`src/rtl/video_stream_pkg.sv`:
```
// Shared definitions for the video stream blocks (pattern source, capture, line buffer).
package video_stream_pkg;

  localparam logic [1:0] MODE_CONST = 2'd0;
  localparam logic [1:0] MODE_HRAMP = 2'd1;
  localparam logic [1:0] MODE_VRAMP = 2'd2;
  localparam logic [1:0] MODE_CHECK = 2'd3;

  typedef enum logic [2:0] {
    ST_IDLE   = 3'd0,
    ST_DELAY  = 3'd1,
    ST_ACTIVE = 3'd2,
    ST_HBLANK = 3'd3,
    ST_VBLANK = 3'd4
  } vps_state_e;

  // Counter width that never collapses to zero bits for tiny ranges.
  function automatic int safe_clog2(input int n);
    return (n <= 2) ? 1 : $clog2(n);
  endfunction

  function automatic int max_int(input int a, input int b);
    return (a > b) ? a : b;
  endfunction

endpackage

```
`src/rtl/video_pattern_pixel.sv`:
```
// Combinational test-pattern generator: (x, y, mode, const_val) -> packed multi-channel pixel.
module video_pattern_pixel
  import video_stream_pkg::*;
#(
  parameter int DATA_WIDTH = 8,
  parameter int CHANNELS   = 1,
  parameter int XW         = 12,
  parameter int YW         = 11
) (
  input  logic [XW-1:0]                  x_i,
  input  logic [YW-1:0]                  y_i,
  input  logic [1:0]                     mode_i,
  input  logic [DATA_WIDTH-1:0]          const_val_i,
  output logic [DATA_WIDTH*CHANNELS-1:0] pixel_o
);

  // Coordinates widened so ramp bits and the checker bit (bit 3) always exist.
  localparam int XE = max_int(max_int(XW, DATA_WIDTH), 4);
  localparam int YE = max_int(max_int(YW, DATA_WIDTH), 4);

  logic [XE-1:0]         x_e;
  logic [YE-1:0]         y_e;
  logic [DATA_WIDTH-1:0] base;
  logic                  unused_hi;

  assign x_e       = XE'(x_i);
  assign y_e       = YE'(y_i);
  assign unused_hi = ^{x_e, y_e};

  // Channel-0 pattern value; ramps wrap modulo 2^DATA_WIDTH.
  always_comb begin
    base = '0;
    case (mode_i)
      MODE_CONST: base = const_val_i;
      MODE_HRAMP: base = x_e[DATA_WIDTH-1:0];
      MODE_VRAMP: base = y_e[DATA_WIDTH-1:0];
      default:    base = (x_e[3] ^ y_e[3]) ? '1 : '0;
    endcase
  end

  // Channel c carries base + c, packed LSB-first.
  always_comb begin
    pixel_o = '0;
    for (int c = 0; c < CHANNELS; c++) begin
      pixel_o[c*DATA_WIDTH +: DATA_WIDTH] = base + DATA_WIDTH'(c);
    end
  end

endmodule

```
`src/rtl/video_pattern_src.sv`:
```
// AXI4-Stream video pattern source: frame/line FSM, x/y counters, blanking timers and a
// registered AXI output stage that holds steady under backpressure.
// The start delay always passes through DELAY so the first beat lands START_DELAY+1 cycles
// after start is sampled, including START_DELAY=0.
module video_pattern_src
  import video_stream_pkg::*;
#(
  parameter int DATA_WIDTH  = 8,
  parameter int CHANNELS    = 1,
  parameter int IMG_WIDTH   = 2560,
  parameter int IMG_HEIGHT  = 1440,
  parameter int HBLANK      = 16,
  parameter int VBLANK      = 4,
  parameter int START_DELAY = 16
) (
  input  logic                           clk,
  input  logic                           resetn,
  input  logic                           start,
  input  logic [1:0]                     mode,
  input  logic [DATA_WIDTH-1:0]          const_val,
  output logic [DATA_WIDTH*CHANNELS-1:0] m_axis_tdata,
  output logic                           m_axis_tvalid,
  input  logic                           m_axis_tready,
  output logic                           m_axis_tuser,
  output logic                           m_axis_tlast,
  output logic                           busy,
  output logic                           frame_done,
  output logic [15:0]                    frame_cnt
);

  localparam int XW      = safe_clog2(IMG_WIDTH);
  localparam int YW      = safe_clog2(IMG_HEIGHT);
  localparam int PW      = DATA_WIDTH * CHANNELS;
  localparam int VB_CYC  = VBLANK * (IMG_WIDTH + HBLANK);
  localparam int CNT_MAX = max_int(max_int(START_DELAY, HBLANK), VB_CYC);
  localparam int CW      = safe_clog2(CNT_MAX + 1);

  localparam logic [XW-1:0] X_LAST = XW'(IMG_WIDTH - 1);
  localparam logic [YW-1:0] Y_LAST = YW'(IMG_HEIGHT - 1);
  localparam logic [CW-1:0] SD_END = CW'(START_DELAY);
  localparam logic [CW-1:0] HB_END = CW'(HBLANK);
  localparam logic [CW-1:0] VB_END = CW'(VB_CYC);

  logic [1:0]            rst_sync_q;
  logic                  rst_n;
  vps_state_e            state_q, state_d;
  logic [XW-1:0]         x_q, x_d;
  logic [YW-1:0]         y_q, y_d;
  logic [CW-1:0]         cnt_q, cnt_d;
  logic [1:0]            mode_q, mode_d;
  logic [DATA_WIDTH-1:0] cval_q, cval_d;
  logic                  frame_start, eof_hs, hs, load;
  logic [PW-1:0]         pix;
  logic [PW-1:0]         tdata_q, tdata_d;
  logic                  tvalid_q, tvalid_d, tuser_q, tuser_d, tlast_q, tlast_d;
  logic                  busy_q, busy_d, fdone_q, fdone_d;
  logic [15:0]           fcnt_q, fcnt_d;

  assign hs = tvalid_q & m_axis_tready;

  // Reset synchronizer: assertion is immediate, release is aligned to clk.
  always_ff @(posedge clk or negedge resetn)
    if (!resetn) rst_sync_q <= 2'b00;
    else         rst_sync_q <= {rst_sync_q[0], 1'b1};

  assign rst_n = rst_sync_q[1];

  // FSM state, coordinate counters, blank timer and per-frame mode latch.
  always_ff @(posedge clk or negedge rst_n)
    if (!rst_n) begin
      state_q <= ST_IDLE;
      x_q     <= '0;
      y_q     <= '0;
      cnt_q   <= '0;
      mode_q  <= '0;
      cval_q  <= '0;
    end else begin
      state_q <= state_d;
      x_q     <= x_d;
      y_q     <= y_d;
      cnt_q   <= cnt_d;
      mode_q  <= mode_d;
      cval_q  <= cval_d;
    end

  // Next-state and counter logic; x/y only move on a handshake.
  always_comb begin
    state_d     = state_q;
    x_d         = x_q;
    y_d         = y_q;
    cnt_d       = cnt_q;
    mode_d      = mode_q;
    cval_d      = cval_q;
    frame_start = 1'b0;
    eof_hs      = 1'b0;
    case (state_q)
      ST_IDLE: begin
        if (start) begin
          state_d = ST_DELAY;
          cnt_d   = '0;
        end
      end
      ST_DELAY: begin
        if (!start) begin
          state_d = ST_IDLE;
        end else if (cnt_q == SD_END) begin
          state_d     = ST_ACTIVE;
          frame_start = 1'b1;
        end else begin
          cnt_d = cnt_q + CW'(1);
        end
      end
      ST_ACTIVE: begin
        if (hs) begin
          if (x_q == X_LAST) begin
            x_d = '0;
            if (y_q == Y_LAST) begin
              y_d    = '0;
              eof_hs = 1'b1;
              if (VB_CYC == 0) begin
                if (start) frame_start = 1'b1;
                else       state_d     = ST_IDLE;
              end else begin
                state_d = ST_VBLANK;
                cnt_d   = CW'(1);
              end
            end else begin
              y_d = y_q + YW'(1);
              if (HBLANK != 0) begin
                state_d = ST_HBLANK;
                cnt_d   = CW'(1);
              end
            end
          end else begin
            x_d = x_q + XW'(1);
          end
        end
      end
      ST_HBLANK: begin
        if (cnt_q == HB_END) state_d = ST_ACTIVE;
        else                 cnt_d   = cnt_q + CW'(1);
      end
      ST_VBLANK: begin
        if (cnt_q == VB_END) begin
          if (start) begin
            state_d     = ST_ACTIVE;
            frame_start = 1'b1;
          end else begin
            state_d = ST_IDLE;
          end
        end else begin
          cnt_d = cnt_q + CW'(1);
        end
      end
      default: state_d = ST_IDLE;
    endcase
    if (frame_start) begin
      mode_d = mode;
      cval_d = const_val;
    end
  end

  video_pattern_pixel #(
    .DATA_WIDTH(DATA_WIDTH),
    .CHANNELS  (CHANNELS),
    .XW        (XW),
    .YW        (YW)
  ) u_pixel (
    .x_i        (x_d),
    .y_i        (y_d),
    .mode_i     (mode_d),
    .const_val_i(cval_d),
    .pixel_o    (pix)
  );

  // Output next values: load a new beat only when the register is empty or being drained.
  always_comb begin
    load     = (state_d == ST_ACTIVE) && (!tvalid_q || m_axis_tready);
    tvalid_d = (state_d == ST_ACTIVE);
    tdata_d  = tdata_q;
    tuser_d  = tuser_q;
    tlast_d  = tlast_q;
    if (load) begin
      tdata_d = pix;
      tuser_d = (x_d == '0) && (y_d == '0);
      tlast_d = (x_d == X_LAST);
    end else if (state_d != ST_ACTIVE) begin
      tuser_d = 1'b0;
      tlast_d = 1'b0;
    end
    busy_d  = (state_d != ST_IDLE);
    fdone_d = eof_hs;
    fcnt_d  = fcnt_q + 16'(eof_hs);
  end

  // Registered AXI outputs and status.
  always_ff @(posedge clk or negedge rst_n)
    if (!rst_n) begin
      tdata_q  <= '0;
      tvalid_q <= 1'b0;
      tuser_q  <= 1'b0;
      tlast_q  <= 1'b0;
      busy_q   <= 1'b0;
      fdone_q  <= 1'b0;
      fcnt_q   <= '0;
    end else begin
      tdata_q  <= tdata_d;
      tvalid_q <= tvalid_d;
      tuser_q  <= tuser_d;
      tlast_q  <= tlast_d;
      busy_q   <= busy_d;
      fdone_q  <= fdone_d;
      fcnt_q   <= fcnt_d;
    end

  assign m_axis_tdata  = tdata_q;
  assign m_axis_tvalid = tvalid_q;
  assign m_axis_tuser  = tuser_q;
  assign m_axis_tlast  = tlast_q;
  assign busy          = busy_q;
  assign frame_done    = fdone_q;
  assign frame_cnt     = fcnt_q;

endmodule

```
`config.mk`:
```
export PLATFORM = sky130hd
export DESIGN_NAME = video_pattern_src
export DESIGN_NICKNAME = d
export VERILOG_FILES = /design/src/rtl/video_stream_pkg.sv /design/src/rtl/video_pattern_pixel.sv /design/src/rtl/video_pattern_src.sv
export SDC_FILE = /design/constraint.sdc
export NUM_CORES = 1
export LEC_CHECK = 0
export ABC_AREA = 1
export BUFFER_PORTS_ARGS = -buffer_cell sky130_fd_sc_hd__buf_2
export CAP_MARGIN = 20
export CORE_MARGIN = 5
export CORE_UTILIZATION = 24
export CTS_CLUSTER_DIAMETER = 50
export DETAILED_ROUTE_END_ITERATION = 8
export GPL_TIMING_DRIVEN = 0
export PLACE_DENSITY_LB_ADDON = 0.1
export SKIP_CTS_REPAIR_TIMING = 1
export SYNTH_ARGS = -nofsm -noshare
export SYNTH_HDL_FRONTEND = slang
export SYNTH_HIERARCHICAL = 1
export SYNTH_SLANG_ARGS = --single-unit
```
`constraint.sdc`:
```
create_clock -name clk -period 7.8 [get_ports clk]
set_clock_uncertainty 0.2 [all_clocks]
set_input_delay 0.39 -clock clk [delete_from_list [all_inputs] [get_ports clk]]
set_output_delay 0.39 -clock clk [all_outputs]
set_load 0.1 [all_outputs]
```
### Word-level counts from Yosys, hierarchy flattened

Cells that the tools add are included.

* bits in registers: 81
* bits of input ports: 14
* logic and storage cells: 89

* add/sub/neg operators: 4
* equality and inequality tests: 18
* multiplexer cells: 39
* bitwise operators: 2
* reductions and logical operators: 12

Operator list (number)
* 2-to-1 mux 14 bit: 6
* one-hot mux 14 bit (5 select lines): 1
* 2-to-1 mux 11 bit: 4
* 2-to-1 mux 12 bit: 3
* == test 12 bit, second input constant: 2
* one-hot mux 8 bit (3 select lines): 1
* 2-to-1 mux 3 bit: 7
* adder 16 x 1 -> 16 bit: 1
* 2-to-1 mux 8 bit: 2
* one-hot mux 3 bit (5 select lines): 1
* adder 14 x 1 -> 14 bit, second input constant: 1
* == test 14 bit, second input constant: 1
* == test 14 x 5 -> 1 bit, second input constant: 1
* adder 12 x 1 -> 12 bit, second input constant: 1
* logical NOT 12 bit: 1
* adder 11 x 1 -> 11 bit, second input constant: 1
* == test 11 bit, second input constant: 1
* logical NOT 11 bit: 1
* 2-to-1 mux 1 bit: 11
* inequality test 2 bit, second input constant: 5
* == test 3 x 2 -> 1 bit, second input constant: 3
* AND reduction 6 bit: 1
* nonzero test 5 bit: 1
* 2-to-1 mux 2 bit: 2
* 15 further kinds: 16

### Depth between registers and ports, before layout

Gate-level depths: netlist of the first run.

* depth after elaboration: 8
* depth in mapped cells: 16
* mapped depth without buffers: 16

### Cells and area by module

Netlist of the first run, hierarchy kept.

By module, submodules not included
* video_pattern_src: times used 1, cells an instance 538, area each 4334.2 µm², seq. area each 2026.9 µm²
* video_pattern_pixel: times used 1, cells an instance 65, area each 304.0 µm², seq. area each 0.0 µm²

### Worst setup path before layout of the first run

Ideal clock, no wire load.

* kind: reg-to-reg
* start point: register tvalid_q, in the netlist m_axis_tvalid
* end point: register fcnt_q[12], in the netlist frame_cnt[12]
* setup time: 0.158 ns
* data arrival time: 3.180 ns
* data required time: 7.442 ns
* setup slack: 4.261 ns
* cell stages (with the launch flop): 15
* cells stage by stage: dfrtp_1 -> nand2_1 -> inv_1 -> nand2_1 -> nor2_4 -> nand2_1 -> inv_1 -> ha_1 -> ha_1 -> nand3_1 -> nor3b_1 -> nand3_1 -> nor2_1 -> nand3_1 -> xnor2_1

* cells in the longest elaborated chain, start to end: 4

Ends and longest elaborated chain
* from (decl): RTL line video_pattern_src.sv:55 `logic tvalid_q, tvalid_d, tuser_q, tuser_d, tlast_q, tlast_d;`
* from (signal assigned): RTL line video_pattern_src.sv:208 `tvalid_q <= tvalid_d;`
* AND 1 bit: RTL line video_pattern_src.sv:59 `assign hs = tvalid_q & m_axis_tready;`
* 2-to-1 mux 1 bit: RTL line video_pattern_src.sv:114 `if (hs) begin`
* 2-to-1 mux 1 bit: RTL line video_pattern_src.sv:96 `case (state_q)`
* named net eof_hs: RTL line video_pattern_src.sv:52 `logic frame_start, eof_hs, hs, load;`
* adder 16 x 1 -> 16 bit: RTL line video_pattern_src.sv:193 `fcnt_d = fcnt_q + 16'(eof_hs);`
* named net fcnt_d[12]: RTL line video_pattern_src.sv:57 `logic [15:0] fcnt_q, fcnt_d;`
* to (signal assigned): RTL line video_pattern_src.sv:213 `fcnt_q <= fcnt_d;`
* to (decl): RTL line video_pattern_src.sv:57

The timed path passes the listed nets, and every way through them passes these cells.
A chain may end at the register's enable or synchronous reset.

### Worst setup path after layout of the first run

* start point: register x_q[0]
* end point: register fcnt_q[12], in the netlist frame_cnt[12]

* cells in the longest elaborated chain, start to end: 5

Ends and longest elaborated chain
* from (decl): RTL line video_pattern_src.sv:47 `logic [XW-1:0] x_q, x_d;`
* from (signal assigned): RTL line video_pattern_src.sv:72 `x_q <= '0;`
* from (signal assigned): RTL line video_pattern_src.sv:79 `x_q <= x_d;`
* == test 12 bit: RTL line video_pattern_src.sv:115 `if (x_q == X_LAST) begin`
* 2-to-1 mux 1 bit: RTL line video_pattern_src.sv:115
* 2-to-1 mux 1 bit: RTL line video_pattern_src.sv:114
* 2-to-1 mux 1 bit: RTL line video_pattern_src.sv:96
* named net eof_hs: RTL line video_pattern_src.sv:52
* adder 16 x 1 -> 16 bit: RTL line video_pattern_src.sv:193
* named net fcnt_d[12]: RTL line video_pattern_src.sv:57

The timed path passes the listed nets, and every way through them passes these cells.

==> results of run 1 <==
logic make-up after synthesis:
kind of cell | Yosys count | synth area share (%)
AND/OR/NAND/NOR | 350 | 34.8
adder cells (fa/ha/maj) | 6 | 1.62
other | 1 | 0.0809
buffers and inverters | 95 | 8.34
AO/OA/AOI/OAI | 38 | 4.88
XOR/XNOR | 22 | 4.15
multiplexers | 10 | 2.43
flip-flops | 81 | 43.7
cell usage in the layout, fill, tap and decap left out, drive strengths merged, types with 13 or more instances in the layout:
| cell | Yosys | final |
|---|---|---|
| nand4 | 21 | 21 |
| dfrtp | 81 | 81 |
| o21ai | 21 | 21 |
| inv | 88 | 89 |
| nor2 | 78 | 78 |
| nor3 | 13 | 13 |
| buf | 6 | 49 |
| xor2 | 14 | 14 |
| nand3 | 61 | 61 |
| nand2 | 166 | 166 |
cell usage after synthesis, types with 2 or more instances:
cell and count:
nand3_1 59, a21oi_1 7, or2_1 2, nor3_1 11, nand3b_1 2, buf_4 2, nand3_2 2, nand2_2 9
xor2_1 14, nor3b_1 3, buf_6 2, nor2_2 5, buf_2 2, nand2_4 2, inv_2 2, nor4_1 3
inv_1 84, ha_1 6, nand2_1 155, xnor2_1 8, nor2_4 3, o31ai_1 4, inv_4 2, dfrtp_1 81
nor2_1 69, o21ai_0 20, nand4_1 20, mux2_2 10
area by class of cell:
class | instances | area [um^2]
timing repair buffer | 44 | 248
clock inverter | 7 | 93.8
buffer | 7 | 51.3
tap | 260 | 325
fill | 2104 | 13400
sequential | 81 | 2030
multi-input combinational | 427 | 2220
inverter | 88 | 335
clock buffer | 9 | 225
worst max path at each step:
stage	start	to	depth (start not counted)
after floorplan	m_axis_tvalid	frame_cnt[12]	14
after global placement	rst_sync_q[1]	cval_q[2]	0
after detailed placement	x_q[1]	frame_cnt[12]	15
after CTS	state_q[2]	frame_cnt[14]	15
after global routing	state_q[2]	frame_cnt[12]	15
final	x_q[0]	frame_cnt[12]	15
routing by layer:
layer	vias to the layer above	global-route usage, %	part of all wire (%)
met5	-	0	0
met2	65	17.7	46
met4	0	3.11	1.2
met3	10	2.52	3.5
met1	1849	15.0	49
li1	2031	-	-
through the flow:
stage          utilization, %  setup slack [ps]  instances  power [W]  cell area (um^2)
2_1_floorplan               -              4260        603   0.000676              4640
3_3_place_gp             27.4              3920        905   0.000728              5170
3_5_place_dp             27.5              4390        906   0.000731              5200
4_1_cts                  29.2              4370        922    0.00120              5520
5_1_grt                  29.3              4010        923    0.00124              5530
6_report                 29.3              4460        923    0.00118              5530
power groups by stage:
stage	clock [W]	combinational (W)	sequential, W
6_report	0.000461	0.000254	0.000465
5_1_grt	0.000496	0.000277	0.000470
4_1_cts	0.000480	0.000257	0.000466
3_5_place_dp	0	0.000257	0.000474
3_3_place_gp	0	0.000249	0.000479
2_1_floorplan	0	0.0000892	0.000586
sequential cells by signal, indices dropped and copies added (netlist names):
name           cells
busy               1
cnt_q             14
cval_q             8
frame_cnt         16
frame_done         1
m_axis_tdata       8
m_axis_tlast       1
m_axis_tuser       1
m_axis_tvalid      1
mode_q             2
rst_sync_q         2
state_q            3
x_q               12
y_q               11
==> results.json, run 1 <==
{
  "outcome": "finished clean",
  "ys_warn_count": 6,
  "crit-reg2reg-capture": "frame_cnt[12]",
  "slew_violations": 0,
  "syn_nets": 623,
  "core_um2": 18900,
  "path_cells": "ha_1 > nand2_2 > nor3_2 > nand2_1 > nor2_4 > nand2_1 > inv_1 > ha_1 > ha_1 > nand3_1 > nor3b_1 > nand3_1 > nor2_1 > nand3_1 > xnor2_1",
  "diodes": 0,
  "worstPathRequired_ps": 7830,
  "synth.area.top_cells": "dfrtp_1 44%, nand2_1 13%, inv_1 6.8%",
  "rsz0062_at_grt": "false",
  "fin_tns_setup_ps": 0,
  "drt_pass1_iterations": 4,
  "power_density_nw_per_um2": 213,
  "total_leakage_power_nw": 2.83,
  "fp.dieH_um": 149,
  "critical_path.startpoint_type": "flop",
  "rrSetupSlack_ps": 4460,
  "clock-sinks": 81,
  "place_congestion": 0.787,
  "power_switching_w": 0.000404,
  "io_buffers": 42,
  "synth_cells": 603,
  "cts_root_buffer": "clkbuf_16",
  "num_vias": 3955,
  "yosys.area.top_type": "dfrtp_1",
  "synth_edf_count": 0,
  "drv_cap": 0,
  "clk_pin_slew_ps": 60,
  "rr_startpoint": "x_q[0]",
  "cp_slowest_cell": "dfrtp_1",
  "cts_buffers": 9,
  "timing_hold_violations_final": 0,
  "cp_top_family": "simple AND/OR/NAND/NOR gates",
  "synth_top_cell_area_share_pct": 43.7,
  "worstPathMaxFanout": 8,
  "tritoncts": "done",
  "synthFlopType": "dfrtp_1",
  "critPathKind": "flop to flop",
  "period_minus_slack_ps": 3340,
  "final-setup-viol-count": 0,
  "wire_per_inst_um": 12.5,
  "swShare_pct": 34.2,
  "critPathCaptureType": "flop",
  "routed_wl_um": 11600,
  "hpwlAfterDp_um": 8960,
  "cts_buffer_depth": 2,
  "drtIter0Drc": 190,
  "seqPwrFrac_pct": 39.4,
  "fp.dieW_um": 149,
  "htreeDepth": 3,
  "grt_max_degree": 48,
  "layout.nets": 678,
  "peakVddDrop_uv": 94.6,
  "ios": 43,
  "synth_area_um2": 4640,
  "grt_pass1_wl_um": 19900,
  "internal_power_w": 0.000776,
  "seq_area_frac_synth_pct": 43.7,
  "drc_errors": 0,
  "path_buf_inv": 1,
  "postRouteAntennaNets": 0,
  "ys_seq_elements": 81,
  "initial_core_util_pct": 24.5,
  "clk_latency_ps": 340,
  "hp-class": "flop to asynchronous set/reset pin",
  "max_stage_delay_ps": 390,
  "period_share_pct": 42.8,
  "area_growth_pct": 19.3,
  "grt_pass1_vias": 4067,
  "std_cell_rows": 50,
  "async_flop_share_pct": 100,
  "syn_avg_cell_area_um2": 7.69,
  "vias_per_cell": 4.28,
  "fmax_mhz": 300,
  "grt_usage_pct": 11.1,
  "yosys.cell_types.count": 42,
  "whs_ps": 94.7,
  "rr_worst_depth": 15,
  "die-area_um2": 22200,
  "grt_antenna_before_repair": 0,
  "drive_gt1_share_pct": 16.1,
  "p_comb_share_pct": 21.5,
  "worstPathArrival_ps": 3360,
  "grt-ovfl-total": 0,
  "p_clk_share_pct": 39.1
}
Power figures use the tool's default switching activity.
==> inputs of run 2 (changes only) <==
--- a/config.mk
+++ b/config.mk
@@ -5,7 +5,7 @@
 export SDC_FILE = /design/constraint.sdc
 export NUM_CORES = 1
 export LEC_CHECK = 0
-export ABC_AREA = 1
+export ABC_AREA = 0
 export BUFFER_PORTS_ARGS = -buffer_cell sky130_fd_sc_hd__buf_2
 export CAP_MARGIN = 20
 export CORE_MARGIN = 5
==> constraint.sdc (replaced) <==
create_clock -name clk -period 2.9 [get_ports clk]
set_clock_uncertainty 0.2 [all_clocks]
set_input_delay 0.145 -clock clk [delete_from_list [all_inputs] [get_ports clk]]
set_output_delay 0.145 -clock clk [all_outputs]
set_load 0.1 [all_outputs]
==> run 2 against run 1 <==
Worst hold slack got worse by 56 ps; register-to-register slack worse by 4400 ps; via count shrank 17%; routed wire length shrank 7.1%; combinational power increased by 36%; clock-buffer cell count grew 1; sequential share of layout area grew 1.1 points; critical path type unchanged; highest routed layer unchanged.
==> results.json, run 2 <==
{
  "place_congestion": 0.774,
  "slew_headroom_pct": 64.9,
  "critPathCaptureType": "flop",
  "synth.area.top_cells": "dfrtp_1 49%, mux2_2 4.9%, nand2_1 4.1%",
  "vias_per_cell": 4.63,
  "pre_cts_ws_ps": -448,
  "yosys.cell_types.count": 56,
  "grt_pass1_vias": 3171,
  "cts_buffer_depth": 2,
  "grt_antenna_before_repair": 0,
  "synth_most_common_cell": "dfrtp_1",
  "synth_commonest_cells": "81 x dfrtp_1, 45 x nand2_1, 30 x o21ai_0",
  "syn_nets": 425,
  "clk_pin_slew_ps": 70,
  "internal_power_w": 0.00199,
  "critical_path.startpoint_type": "flop",
  "cp_slowest_cell": "dfrtp_1",
  "rsz0062_at_grt": "true",
  "total_leakage_power_nw": 2.43,
  "critPathKind": "flop to flop",
  "p_clk_share_pct": 43.4,
  "cts_root_buffer": "clkbuf_16",
  "grt_max_degree": 48,
  "peakVddDrop_uv": 260,
  "fillCellCount": 1818,
  "worstPathArrival_ps": 2850,
  "synth_cells": 405,
  "slew_violations": 0,
  "io_buffers": 42,
  "path_cells": "inv_1 > ha_1 > nor4b_2 > and4_1 > nand3b_1 > mux2_4 > buf_6 > mux2i_1 > o211ai_1 > mux2_2",
  "critical_path_depth": 10,
  "routed_wl_um": 10800,
  "drc_errors": 0,
  "layout_common_cells": "76 x dfrtp_1, 45 x nand2_1, 45 x buf_2, 29 x o21ai_0, 24 x nand3_1",
  "ios": 43,
  "cp_top_family": "multiplexers",
  "ys_seq_elements": 81,
  "swShare_pct": 26.8,
  "layout.nets": 501,
  "period_minus_slack_ps": 2820,
  "dp_cells": 673,
  "initial_core_util_pct": 24.2,
  "final_common_cell": "dfrtp_1",
  "synth_top_cell_area_share_pct": 48.7,
  "fmax_mhz": 355,
  "ys_warn_count": 6,
  "max_stage_delay_ps": 400,
  "final-setup-viol-count": 0,
  "drt_pass1_iterations": 4,
  "area_growth_pct": 29.3,
  "syn_avg_cell_area_um2": 10.3,
  "worstPathMaxFanout": 10,
  "clock-sinks": 81,
  "worstPathRequired_ps": 2930,
  "diodes": 0,
  "drive_gt1_share_pct": 28.8,
  "async_flop_share_pct": 100,
  "synth_edf_count": 0,
  "fp.dieW_um": 142,
  "seq_area_frac_synth_pct": 48.7,
  "outcome": "finished clean",
  "timing_hold_violations_final": 0,
  "whs_path_depth": 4,
  "grt-ovfl-total": 0,
  "rrSetupSlack_ps": 80,
  "htreeDepth": 3,
  "p_comb_share_pct": 12.7,
  "final_cells": 711,
  "wire_per_inst_um": 15.1,
  "tightestPinTransition_ps": 525,
  "num_vias": 3293,
  "seqPwrFrac_pct": 43.9,
  "fin_ws_ps": 84.0,
  "clk_latency_ps": 340,
  "fp.dieH_um": 142,
  "largest_reg_flops": 16,
  "cts_buffers": 9,
  "power_density_nw_per_um2": 506,
  "grt_usage_pct": 10.8,
  "die-area_um2": 20100,
  "core_um2": 17200,
  "yosys.area.top_type": "dfrtp_1",
  "postRouteAntennaNets": 0,
  "path_buf_inv": 2,
  "synth_area_um2": 4170,
  "drtIter0Drc": 172,
  "drv_cap": 0,
  "hpwlAfterDp_um": 7740,
  "synthFlopType": "dfrtp_1",
  "rr_worst_depth": 10,
  "hp-class": "input port to flop",
  "std_cell_rows": 48,
  "tritoncts": "done",
  "grt_pass1_wl_um": 17000,
  "period_share_pct": 97.1,
  "power_switching_w": 0.000730
}
-- run 2: cells by family after synthesis --
kind of cell / Yosys count / synth area share [%]
other: 1 / 0.0900
AO/OA/AOI/OAI: 71 / 10.7
flip-flops: 81 / 48.7
buffers and inverters: 18 / 2.37
XOR/XNOR: 33 / 6.94
multiplexers: 25 / 6.55
AND/OR/NAND/NOR: 170 / 22.9
adder cells (fa/ha/maj): 6 / 1.80
-- run 2: metal layers --
metal	wire (um)	GRT usage (%)
met5	0	0
met4	189	4.24
met3	472	2.26
met2	4560	15.1
met1	5530	16.1
-- run 2: stage by stage --
| step | hold slack [ps] | util, % | cell area (um^2) | total power (W) | TNS, ps |
|---|---|---|---|---|---|
| floorplan | -351 | - | 4170 | 0.00142 | 0 |
| global placement | -270 | 27.1 | 4660 | 0.00150 | -94270 |
| detailed placement | -268 | 27.3 | 4690 | 0.00151 | -9320 |
| CTS | -638 | 29.1 | 4990 | 0.00272 | -10610 |
| global route | 50.6 | 31.3 | 5380 | 0.00286 | -103 |
| finish | 38.5 | 31.3 | 5380 | 0.00272 | 0 |
-- run 2: tightest hold or removal path, delay by kind of cell --
kind                   cells  cell delay, ps
buffers and inverters      1             130
AOI/OAI and AO/OA          1              60
and+or+nand+nor            2             200
-- run 2: final cells by class --
class,instances,area (um^2),share of cell area (%)
Sequential cell,81,2040,37.8
Inverter,7,28.8,0.535
Tap cell,225,282,5.23
Buffer,10,71.3,1.32
Clock buffer,10,239,4.44
Multi-Input combinational cell,306,2210,41.0
Clock inverter,6,65.1,1.21
Timing Repair Buffer,66,453,8.41
-- run 2: final timing paths --
check                         startpoint               to
setup / recovery                cnt_q[0]  m_axis_tdata[6]
hold / removal             m_axis_tready     m_axis_tlast
setup reg to reg                cnt_q[0]  m_axis_tdata[6]
hold reg to reg            rst_sync_q[1]  m_axis_tdata[3]
max in group asynchronous  rst_sync_q[1]    m_axis_tvalid
min in group asynchronous  rst_sync_q[1]  m_axis_tdata[3]
-- run 2: power groups by stage --
stage	clock network [W]	registers [W]	logic, W
floorplan	0	0.00125	0.000168
global placement	0	0.00123	0.000272
detailed placement	0	0.00122	0.000293
CTS	0.00123	0.00120	0.000294
global route	0.00127	0.00120	0.000388
finish	0.00118	0.00119	0.000346
